[src/rtl/lif_scheduler.sv]
// lif_scheduler: four virtual leaky integrate-and-fire neurons sharing one
// update datapath. A round-robin arbiter accepts one current per two cycles.
// The accepted neuron's membrane and refractory state are updated in the
// following cycle, and the result is presented as a registered one-cycle pulse.
module lif_scheduler #(
    parameter int         N_NEURONS  = 4,
    parameter logic [7:0] THRESHOLD  = 8'd200,
    parameter int         LEAK_SHIFT = 1,
    parameter logic [1:0] REFRACT    = 2'd2
) (
    input  logic        clk,
    input  logic        reset,
    input  logic [3:0]  req_valid,
    input  logic [31:0] req_current,
    output logic [3:0]  req_ready,
    output logic        spike_valid,
    output logic        spike,
    output logic [1:0]  spike_id,
    output logic [7:0]  state_out,
    output logic        busy
);

    typedef enum logic {
        IDLE   = 1'b0,
        UPDATE = 1'b1
    } fsm_t;

    fsm_t       fsm_q;
    logic [7:0] mem_q   [N_NEURONS];
    logic [1:0] refr_q  [N_NEURONS];
    logic [1:0] last_grant_q;
    logic [1:0] idx_q;
    logic [7:0] cur_q;
    logic       spike_valid_q;
    logic       spike_q;
    logic [1:0] spike_id_q;
    logic [7:0] state_out_q;

    logic [3:0] grant_oh_s;
    logic [1:0] grant_idx_s;
    logic [1:0] cand_s;
    logic       found_s;

    logic [7:0] mem_sel_s;
    logic [7:0] leak_s;
    logic [8:0] sum9_s;
    logic [7:0] sat_s;
    logic [7:0] mem_d;
    logic [1:0] refr_d;
    logic       spike_d;

    // Round-robin search starting one past the last accepted neuron.
    always_comb begin
        grant_oh_s  = 4'b0000;
        grant_idx_s = last_grant_q;
        found_s     = 1'b0;
        cand_s      = 2'd0;
        for (int k = 1; k <= N_NEURONS; k++) begin
            cand_s = last_grant_q + 2'(k);
            if (!found_s && req_valid[cand_s]) begin
                found_s     = 1'b1;
                grant_idx_s = cand_s;
                grant_oh_s  = 4'b0001 << cand_s;
            end else begin
                found_s = found_s;
            end
        end
    end

    // Grant is offered only while idle, and never while reset is held.
    always_comb begin
        if (fsm_q == IDLE && !reset) begin
            req_ready = grant_oh_s;
        end else begin
            req_ready = 4'b0000;
        end
    end

    // Leak, integrate and saturate for the neuron latched at acceptance.
    always_comb begin
        mem_sel_s = mem_q[idx_q];
        leak_s    = mem_sel_s >> LEAK_SHIFT;
        sum9_s    = {1'b0, mem_sel_s} - {1'b0, leak_s} + {1'b0, cur_q};
        sat_s     = sum9_s[8] ? 8'hFF : sum9_s[7:0];
        if (refr_q[idx_q] != 2'd0) begin
            // Refractory: the current is discarded and the membrane is held at 0.
            refr_d  = refr_q[idx_q] - 2'd1;
            mem_d   = 8'd0;
            spike_d = 1'b0;
        end else if (sat_s >= THRESHOLD) begin
            refr_d  = REFRACT;
            mem_d   = 8'd0;
            spike_d = 1'b1;
        end else begin
            refr_d  = 2'd0;
            mem_d   = sat_s;
            spike_d = 1'b0;
        end
    end

    // Scheduler FSM, neuron state storage and registered result outputs.
    always_ff @(posedge clk) begin
        if (reset) begin
            fsm_q         <= IDLE;
            last_grant_q  <= 2'd3;
            idx_q         <= 2'd0;
            cur_q         <= 8'd0;
            spike_valid_q <= 1'b0;
            spike_q       <= 1'b0;
            spike_id_q    <= 2'd0;
            state_out_q   <= 8'd0;
            for (int i = 0; i < N_NEURONS; i++) begin
                mem_q[i]  <= 8'd0;
                refr_q[i] <= 2'd0;
            end
        end else begin
            case (fsm_q)
                IDLE: begin
                    spike_valid_q <= 1'b0;
                    if (found_s) begin
                        cur_q        <= req_current[{grant_idx_s, 3'b000} +: 8];
                        idx_q        <= grant_idx_s;
                        last_grant_q <= grant_idx_s;
                        fsm_q        <= UPDATE;
                    end else begin
                        fsm_q <= IDLE;
                    end
                end
                UPDATE: begin
                    mem_q[idx_q]  <= mem_d;
                    refr_q[idx_q] <= refr_d;
                    spike_valid_q <= 1'b1;
                    spike_q       <= spike_d;
                    spike_id_q    <= idx_q;
                    state_out_q   <= mem_d;
                    fsm_q         <= IDLE;
                end
                default: begin
                    spike_valid_q <= 1'b0;
                    fsm_q         <= IDLE;
                end
            endcase
        end
    end

    assign spike_valid = spike_valid_q;
    assign spike       = spike_q;
    assign spike_id    = spike_id_q;
    assign state_out   = state_out_q;
    assign busy        = (fsm_q == UPDATE);

endmodule

[config.mk]
export PLATFORM = sky130hd
export DESIGN_NAME = lif_scheduler
export DESIGN_NICKNAME = d
export VERILOG_FILES = /design/src/rtl/lif_scheduler.sv
export SDC_FILE = /design/constraint.sdc
export NUM_CORES = 1
export LEC_CHECK = 0
export CORE_UTILIZATION = 55
export CTS_CLUSTER_DIAMETER = 150
export CTS_CLUSTER_SIZE = 30
export DETAILED_ROUTE_END_ITERATION = 8
export GPL_ROUTABILITY_DRIVEN = 0
export PLACE_DENSITY = 0.8
export SETUP_SLACK_MARGIN = 0.02
export SYNTH_ARGS = -nofsm -noshare
export SYNTH_HDL_FRONTEND = slang
export SYNTH_SLANG_ARGS = --single-unit
export TNS_END_PERCENT = 100
[constraint.sdc]
create_clock -name clk -period 8.64 [get_ports clk]
set_clock_uncertainty 0.15 [all_clocks]
set_input_delay 0.864 -clock clk [delete_from_list [all_inputs] [get_ports clk]]
set_output_delay 0.864 -clock clk [all_outputs]
set_load 0.05 [all_outputs]
==> results.json, run 1 <==
{
  "synth_edf_count": 40,
  "yosysWarnings": 0,
  "place_ws_ps": 3720,
  "final_nets": 459,
  "synth_flop_cell": "edfxtp_1",
  "antenna_found_initial": 0,
  "start_util_pct": 57.2,
  "synth_top_family_by_area": "simple AND/OR/NAND/NOR gates",
  "fp.dieW_um": 86.0,
  "regToRegSetupSlack_ps": 3810,
  "p_clk_share_pct": 15.2,
  "slowest_delay_ps": 880,
  "fin_cells": 498,
  "critPathKind": "flop to primary output",
  "end_kind": "primary output",
  "drtAntennaViolNets": 0,
  "synth.avg_cell_area_um2": 11.1,
  "grt_pass1_vias": 2700,
  "cp.required_ps": 7630,
  "yosysMostFrequentCell": "edfxtp_1",
  "syn_inst": 350,
  "grt_remaining_overflow": 0,
  "fin_crit_ps": 5300,
  "synth_xor_xnor_area_share_pct": 3.41,
  "p_int_mw": 1.04,
  "pwr_density_cell_nw_per_um2": 419,
  "hold_slack_ps": 299,
  "design.core.area_um2": 6790,
  "status": "complete, no violations",
  "ys_types": 49,
  "grt_pass1_wl_mm": 13.2,
  "cp_cell_sequence": "inv_1 > ha_1 > mux4_2 > nor4b_1 > a221oi_1 > nor3_1 > clkdlybuf4s50_1",
  "syn_area_um2": 3880,
  "dpl.cell_count": 482,
  "r2r_end": "mem_q[0][1]$_SDFFCE_PN0P_",
  "path_clk_slew_ps": 70,
  "cts_root_buf": "clkbuf_8",
  "grt_max_degree": 27,
  "final_max_slew_viol_count": 0,
  "p_total_mw": 1.96,
  "area_growth_syn_to_layout_pct": 20.5,
  "fin_util_pct": 68.9,
  "slowest_stage": "clkdlybuf4s50_1",
  "pwr-share-seq_pct": 23.9,
  "die_h_um": 86.0,
  "portBuffers": 54,
  "sw_frac_of_total_pct": 47.0,
  "hp-class": "flop to flop",
  "maxSlewHeadroom_pct": 42.8,
  "hold_viol_final": 0,
  "clock_latency_ps": 350,
  "route.vias.total": 2856,
  "synth_simple_gate_area_share_pct": 13.6,
  "worstHoldStart": "state_out[6]$_SDFFE_PP0P_",
  "ctsLongestPathBuffers": 2,
  "yosysSeqAreaShare_pct": 44.8,
  "fin_area_um2": 4680,
  "cts.sinks": 67,
  "fin_crit_sh_pct": 61.4,
  "cts_tree": "yes",
  "setup_tns_ps": 0,
  "power_leakage_nw": 1.85,
  "drt_iter0_drc": 147,
  "synth_top_cells_by_count": "40 x edfxtp_1, 35 x nor2_1, 32 x inv_1",
  "combPwrFrac_pct": 60.9,
  "synthArstFlopShare_pct": 0,
  "worstRegToRegCells": 11,
  "synth_compound_area_share_pct": 9.95,
  "min_to": "state_out[6]$_SDFFE_PP0P_",
  "yosysTopAreaCellShare_pct": 30.9,
  "dieArea_um2": 7400,
  "arrival_ps": 4290,
  "rsz0062_at_grt": "false",
  "synthAdderAreaFrac_pct": 9.08,
  "setup_ws_ps": 3340,
  "cp-start-kind": "flop",
  "worstMarginPinSlew_ps": 854,
  "worst-path-buf-inv": 2,
  "path_max_fanout": 15,
  "muxShareOfSynthArea_pct": 13.6,
  "p_sw_mw": 0.922,
  "ys_ff_latch": 67,
  "setup_viol": 0,
  "drc": 0,
  "cap_violations": 0,
  "synth_area_leader_cell": "edfxtp_1",
  "post_cts_resized": 0,
  "wl_mm": 8.38,
  "vdd_ir_drop_max_uv": 208,
  "netlist_top_cells_area": "edfxtp_1 31%, dfxtp_1 14%, mux4_2 8.1%, ha_1 5.5%, mux2i_1 5.2%",
  "whs_path_depth": 2,
  "wire_per_inst_um": 16.8,
  "cpLargestDelayFamily": "buffers and inverters",
  "post-cts-setup-buffer-count": 0,
  "rows": 30,
  "io_pins": 55,
  "hold_buffers": 0,
  "antenna_cells": 0,
  "layout-drive-gt1-share_pct": 9.95,
  "grt_use_total_pct": 23.9,
  "dr.pass1.iters": 4,
  "synth_nets": 412,
  "max_freq_mhz": 189,
  "routed_via_density": 5.73,
  "numCtsBuffers": 9,
  "dp_hpwl_mm": 5.82,
  "cts_max_level": 3,
  "place_area_um2": 4460
}
[state kept, by name, indices dropped and copies added (netlist names), named ones only]
signal,cells
busy,1
cur_q,8
idx_q,2
last_grant_q,2
mem_q,32
refr_q,8
spike,1
spike_id,2
spike_valid,1
state_out,8
[cells by family after synthesis]
| group | count (synthesis) |
|---|---|
| AOI/OAI and AO/OA | 54 |
| muxes | 35 |
| DFF | 67 |
| buffers and inverters | 51 |
| adders and majority gates | 24 |
| xor gates and xnor gates | 13 |
| and+or+nand+nor | 106 |
[area by class of cell]
type / instances / area [um2]
clock buffer: 10 / 138
clock inverter: 6 / 88.8
fill: 515 / 2110
inverter: 32 / 120
multi-input combinational: 232 / 1930
sequential: 67 / 1740
tap: 96 / 120
timing repair buffer: 55 / 548
[power by group through the flow]
stage                     sequential, mW  clock, mW  combinational [mW]
final                              0.469      0.297                1.19
after global routing               0.479      0.312                1.30
after CTS                          0.470      0.297                1.18
after detailed placement           0.477          0                1.16
after global placement             0.473          0                1.13
after floorplan                    0.499          0               0.898
[worst max-delay path by stage]
stage,startpoint,endpoint,slack [ps],depth (start not counted)
floorplan,last_grant_q[0]$_SDFFE_PP1P_,req_ready[0],4060,9
global route,last_grant_q[0]$_SDFFE_PP1P_,req_ready[2],3140,7
finish,last_grant_q[0]$_SDFFE_PP1P_,req_ready[2],3340,7
detailed placement,req_valid[1],req_ready[2],3720,6
global placement,req_valid[1],req_ready[1],3890,6
CTS,last_grant_q[0]$_SDFFE_PP1P_,req_ready[2],3380,7
[metal layers]
metal / up-vias / global-route usage [%] / wire length [um]
li1: 1364 / - / -
met1: 1342 / 29.6 / 3450
met2: 136 / 39.7 / 3980
met3: 14 / 7.60 / 798
met4: 0 / 8.03 / 151
met5: - / 0 / 0
[worst register-to-register path, cell delays in order, from the launching register on]
cell	delay, ps
dfxtp_1	770
mux4_2	630
fa_1	510
inv_1	60
fa_1	470
a21oi_1	250
o21bai_1	120
xnor2_1	430
a21boi_0	620
o311ai_2	150
buf_4	250
nor3_1	240
[placed cells by master (no fill, tap or decap), types with 3 or more instances in the layout]
master / netlist / layout
a221oi_1: 4 / 4
o221ai_1: 8 / 8
a22oi_1: 5 / 5
fa_1: 7 / 7
a21o_1: 4 / 4
o2111ai_1: 3 / 3
clkbuf_8: 0 / 10
inv_1: 32 / 32
nand2b_1: 5 / 5
mux4_2: 14 / 14
a21oi_1: 11 / 11
xor2_1: 5 / 5
ha_1: 17 / 17
edfxtp_1: 40 / 40
mux2i_1: 20 / 20
o21ai_0: 9 / 9
xnor2_1: 7 / 7
nand2_1: 23 / 23
nor3_1: 20 / 20
clkdlybuf4s50_1: 0 / 54
dfxtp_1: 27 / 27
nand3b_1: 10 / 10
nor2_1: 35 / 35
Power figures use the tool's default switching activity.
==> run 2: changes to the inputs <==
--- a/config.mk
+++ b/config.mk
@@ -5,12 +5,12 @@
 export SDC_FILE = /design/constraint.sdc
 export NUM_CORES = 1
 export LEC_CHECK = 0
-export CORE_UTILIZATION = 55
+export CORE_UTILIZATION = 50
 export CTS_CLUSTER_DIAMETER = 150
 export CTS_CLUSTER_SIZE = 30
 export DETAILED_ROUTE_END_ITERATION = 8
 export GPL_ROUTABILITY_DRIVEN = 0
-export PLACE_DENSITY = 0.8
+export PLACE_DENSITY = 0.77
 export SETUP_SLACK_MARGIN = 0.02
 export SYNTH_ARGS = -nofsm -noshare
 export SYNTH_HDL_FRONTEND = slang
==> constraint.sdc (replaced) <==
create_clock -name clk -period 4.53 [get_ports clk]
set_clock_uncertainty 0.15 [all_clocks]
set_input_delay 0.453 -clock clk [delete_from_list [all_inputs] [get_ports clk]]
set_output_delay 0.453 -clock clk [all_outputs]
set_load 0.05 [all_outputs]
==> run 2 against run 1 <==
Net effect:
- sequential share of layout area decreased by 0.29 points
- routed wire length decreased by 0.86%
- global-route usage decreased by 1.9 points
- clock power increased by 84%
- flip-flop and latch count unchanged
- worst setup slack got worse by 3000 ps
- first-iteration DRC count increased by 22%
- critical path depth increased by 4
- highest routed layer unchanged
==> results.json, run 2 (synthesis results as in run 1) <==
{
  "arrival_ps": 4200,
  "route.vias.total": 2852,
  "design.core.area_um2": 7370,
  "antenna_cells": 0,
  "fp.dieW_um": 90.1,
  "cap_violations": 0,
  "largest_register_ffs": 32,
  "final_common_cell": "clkdlybuf4s50_1",
  "worst-path-buf-inv": 2,
  "r2r_end": "mem_q[0][0]$_SDFFCE_PN0P_",
  "layout-drive-gt1-share_pct": 11.0,
  "hp-class": "flop to flop",
  "setup_ws_ps": 362,
  "max_freq_mhz": 240,
  "slowest_stage": "mux4_2",
  "cts_root_buf": "clkbuf_8",
  "portBuffers": 54,
  "cts_max_level": 3,
  "cts.sinks": 67,
  "maxSlewHeadroom_pct": 43.7,
  "cp.depth": 11,
  "dr.pass1.iters": 4,
  "regToRegSetupSlack_ps": 360,
  "cpMostUsedCell": "fa_1",
  "cp-start-kind": "flop",
  "nFillCells": 606,
  "path_max_fanout": 25,
  "status": "complete, no violations",
  "antenna_found_initial": 0,
  "wire_per_inst_um": 16.4,
  "dieArea_um2": 8130,
  "vdd_ir_drop_max_uv": 369,
  "endpoint": "mem_q[0][0]$_SDFFCE_PN0P_",
  "slowest_delay_ps": 580,
  "ctsLongestPathBuffers": 2,
  "grt-busiest-layer": "met2",
  "wl_mm": 8.31,
  "setup_viol": 0,
  "cts_tree": "yes",
  "power_leakage_nw": 1.88,
  "worstMarginPinSlew_ps": 841,
  "largest-register": "mem_q",
  "grt_remaining_overflow": 0,
  "rsz0062_at_grt": "false",
  "io_pins": 55,
  "drc": 0,
  "grt_max_degree": 27,
  "start_util_pct": 52.7,
  "hold_viol_final": 0,
  "final_max_slew_viol_count": 0,
  "grt_use_met2_pct": 34.0,
  "die_h_um": 90.1,
  "numCtsBuffers": 9,
  "place_ws_ps": 288,
  "cp.required_ps": 4560,
  "pwr_density_cell_nw_per_um2": 797,
  "worstRegToRegCells": 11,
  "end_kind": "flop",
  "grt_pass1_wl_mm": 14.0,
  "area_growth_syn_to_layout_pct": 21.5,
  "fin_crit_ps": 4170,
  "rows": 31,
  "clock_latency_ps": 350,
  "setup_tns_ps": 0,
  "final_nets": 465,
  "path_clk_slew_ps": 80,
  "critPathKind": "flop to flop",
  "grt_use_total_pct": 22.0,
  "final_cell_mix": "54 x clkdlybuf4s50_1, 40 x edfxtp_1, 35 x nor2_1",
  "dp_hpwl_mm": 5.97,
  "met3_usage_pct": 5.33,
  "grt_pass1_vias": 2778,
  "cpLargestDelayFamily": "adder cells",
  "drt_iter0_drc": 180,
  "drtAntennaViolNets": 0,
  "met1_usage_pct": 30.6,
  "routed_via_density": 5.63,
  "cp_cell_sequence": "mux4_2 > fa_1 > inv_1 > fa_1 > a21oi_1 > o21ai_1 > a221o_1 > xnor2_1 > o311ai_2 > buf_4 > nor3_1",
  "fin_crit_sh_pct": 92.0
}
-- run 2: changes by cell type in the layout (fill, tap and decap cells not counted) --
| cell | change |
|---|---|
| inv_6 | +1 |
| clkinv_1 | +1 |
| clkinv_2 | -1 |
| clkbuf_1 | +1 |
| clkbuf_8 | -1 |
| dfxtp_2 | +1 |
| buf_4 | +6 |
| dfxtp_1 | -1 |
| clkinvlp_4 | -1 |
-- run 2: power by group --
part / total (mW) / switching (mW) / internal, mW
logic: 2.36 / 1.43 / 0.932
registers: 0.854 / 0.0790 / 0.775
clock network: 0.547 / 0.236 / 0.311
-- run 2: how the worst min path moves through the flow --
stage / startpoint / endpoint / slack (ps) / cells after the start
finish: state_out[3]$_SDFFE_PP0P_ / state_out[3]$_SDFFE_PP0P_ / 300 / 2
global route: state_out[3]$_SDFFE_PP0P_ / state_out[3]$_SDFFE_PP0P_ / 330 / 2
CTS: state_out[3]$_SDFFE_PP0P_ / state_out[3]$_SDFFE_PP0P_ / 300 / 2
detailed placement: state_out[3]$_SDFFE_PP0P_ / state_out[3]$_SDFFE_PP0P_ / 280 / 2
global placement: state_out[7]$_SDFFE_PP0P_ / state_out[7]$_SDFFE_PP0P_ / 280 / 2
floorplan: cur_q[1]$_SDFFE_PP0P_ / cur_q[1]$_SDFFE_PP0P_ / 320 / 2
-- run 2: layout make-up --
class	instances	area, um2	area share (%)
flip-flops and latches	67	1740	36.9
multi-input cells	232	1930	40.8
clock inverters	6	88.8	1.88
clock buffers	10	128	2.70
repair buffers	61	593	12.6
well taps	99	124	2.62
inverters	32	120	2.54
-- run 2: metal layers --
layer	vias to the layer above	routed length (um)	part of all wire, %
li1	1375	-	-
met4	0	118	1.4
met5	-	0	0
met2	92	3810	46
met1	1375	3890	47
met3	10	485	5.8
-- run 2: worst reg2reg max path, delay by kind of cell (launching register included) --
kind	cells	cell delay [ps]
AND/OR/NAND/NOR	1	220
multiplexers	1	580
adder cells (fa/ha/maj)	2	980
flip-flops	1	460
XOR/XNOR	1	350
AO/OA/AOI/OAI	4	950
buffers and inverters	2	310
-- run 2: repair_timing --
item / 4_1_cts / 5_1_grt
gates resized for setup: 0 / 1
hold buffers: 0 / 0
setup buffers: 0 / 0
endpoints found under the setup margin: 0 / 15
endpoints found under the hold margin: 0 / 0
-- run 2: metrics by stage --
stage	instance area (um2)	std cells	total power, mW	util (%)	hold WS (ps)
final	4720	507	3.77	64.1	301
after global routing	4720	507	4.04	64.1	328
after CTS	4720	507	3.76	64.1	301
after detailed placement	4500	491	3.19	61.1	282
after global placement	4500	491	3.13	61.1	281
after floorplan	3880	350	2.66	-	317
==> run 3: changes to the inputs <==
--- a/config.mk
+++ b/config.mk
@@ -15,4 +15,3 @@
 export SYNTH_ARGS = -nofsm -noshare
 export SYNTH_HDL_FRONTEND = slang
 export SYNTH_SLANG_ARGS = --single-unit
-export TNS_END_PERCENT = 100
==> results of run 3 <==
No change in the layout: final DEF, timing and power equal those of run 2.
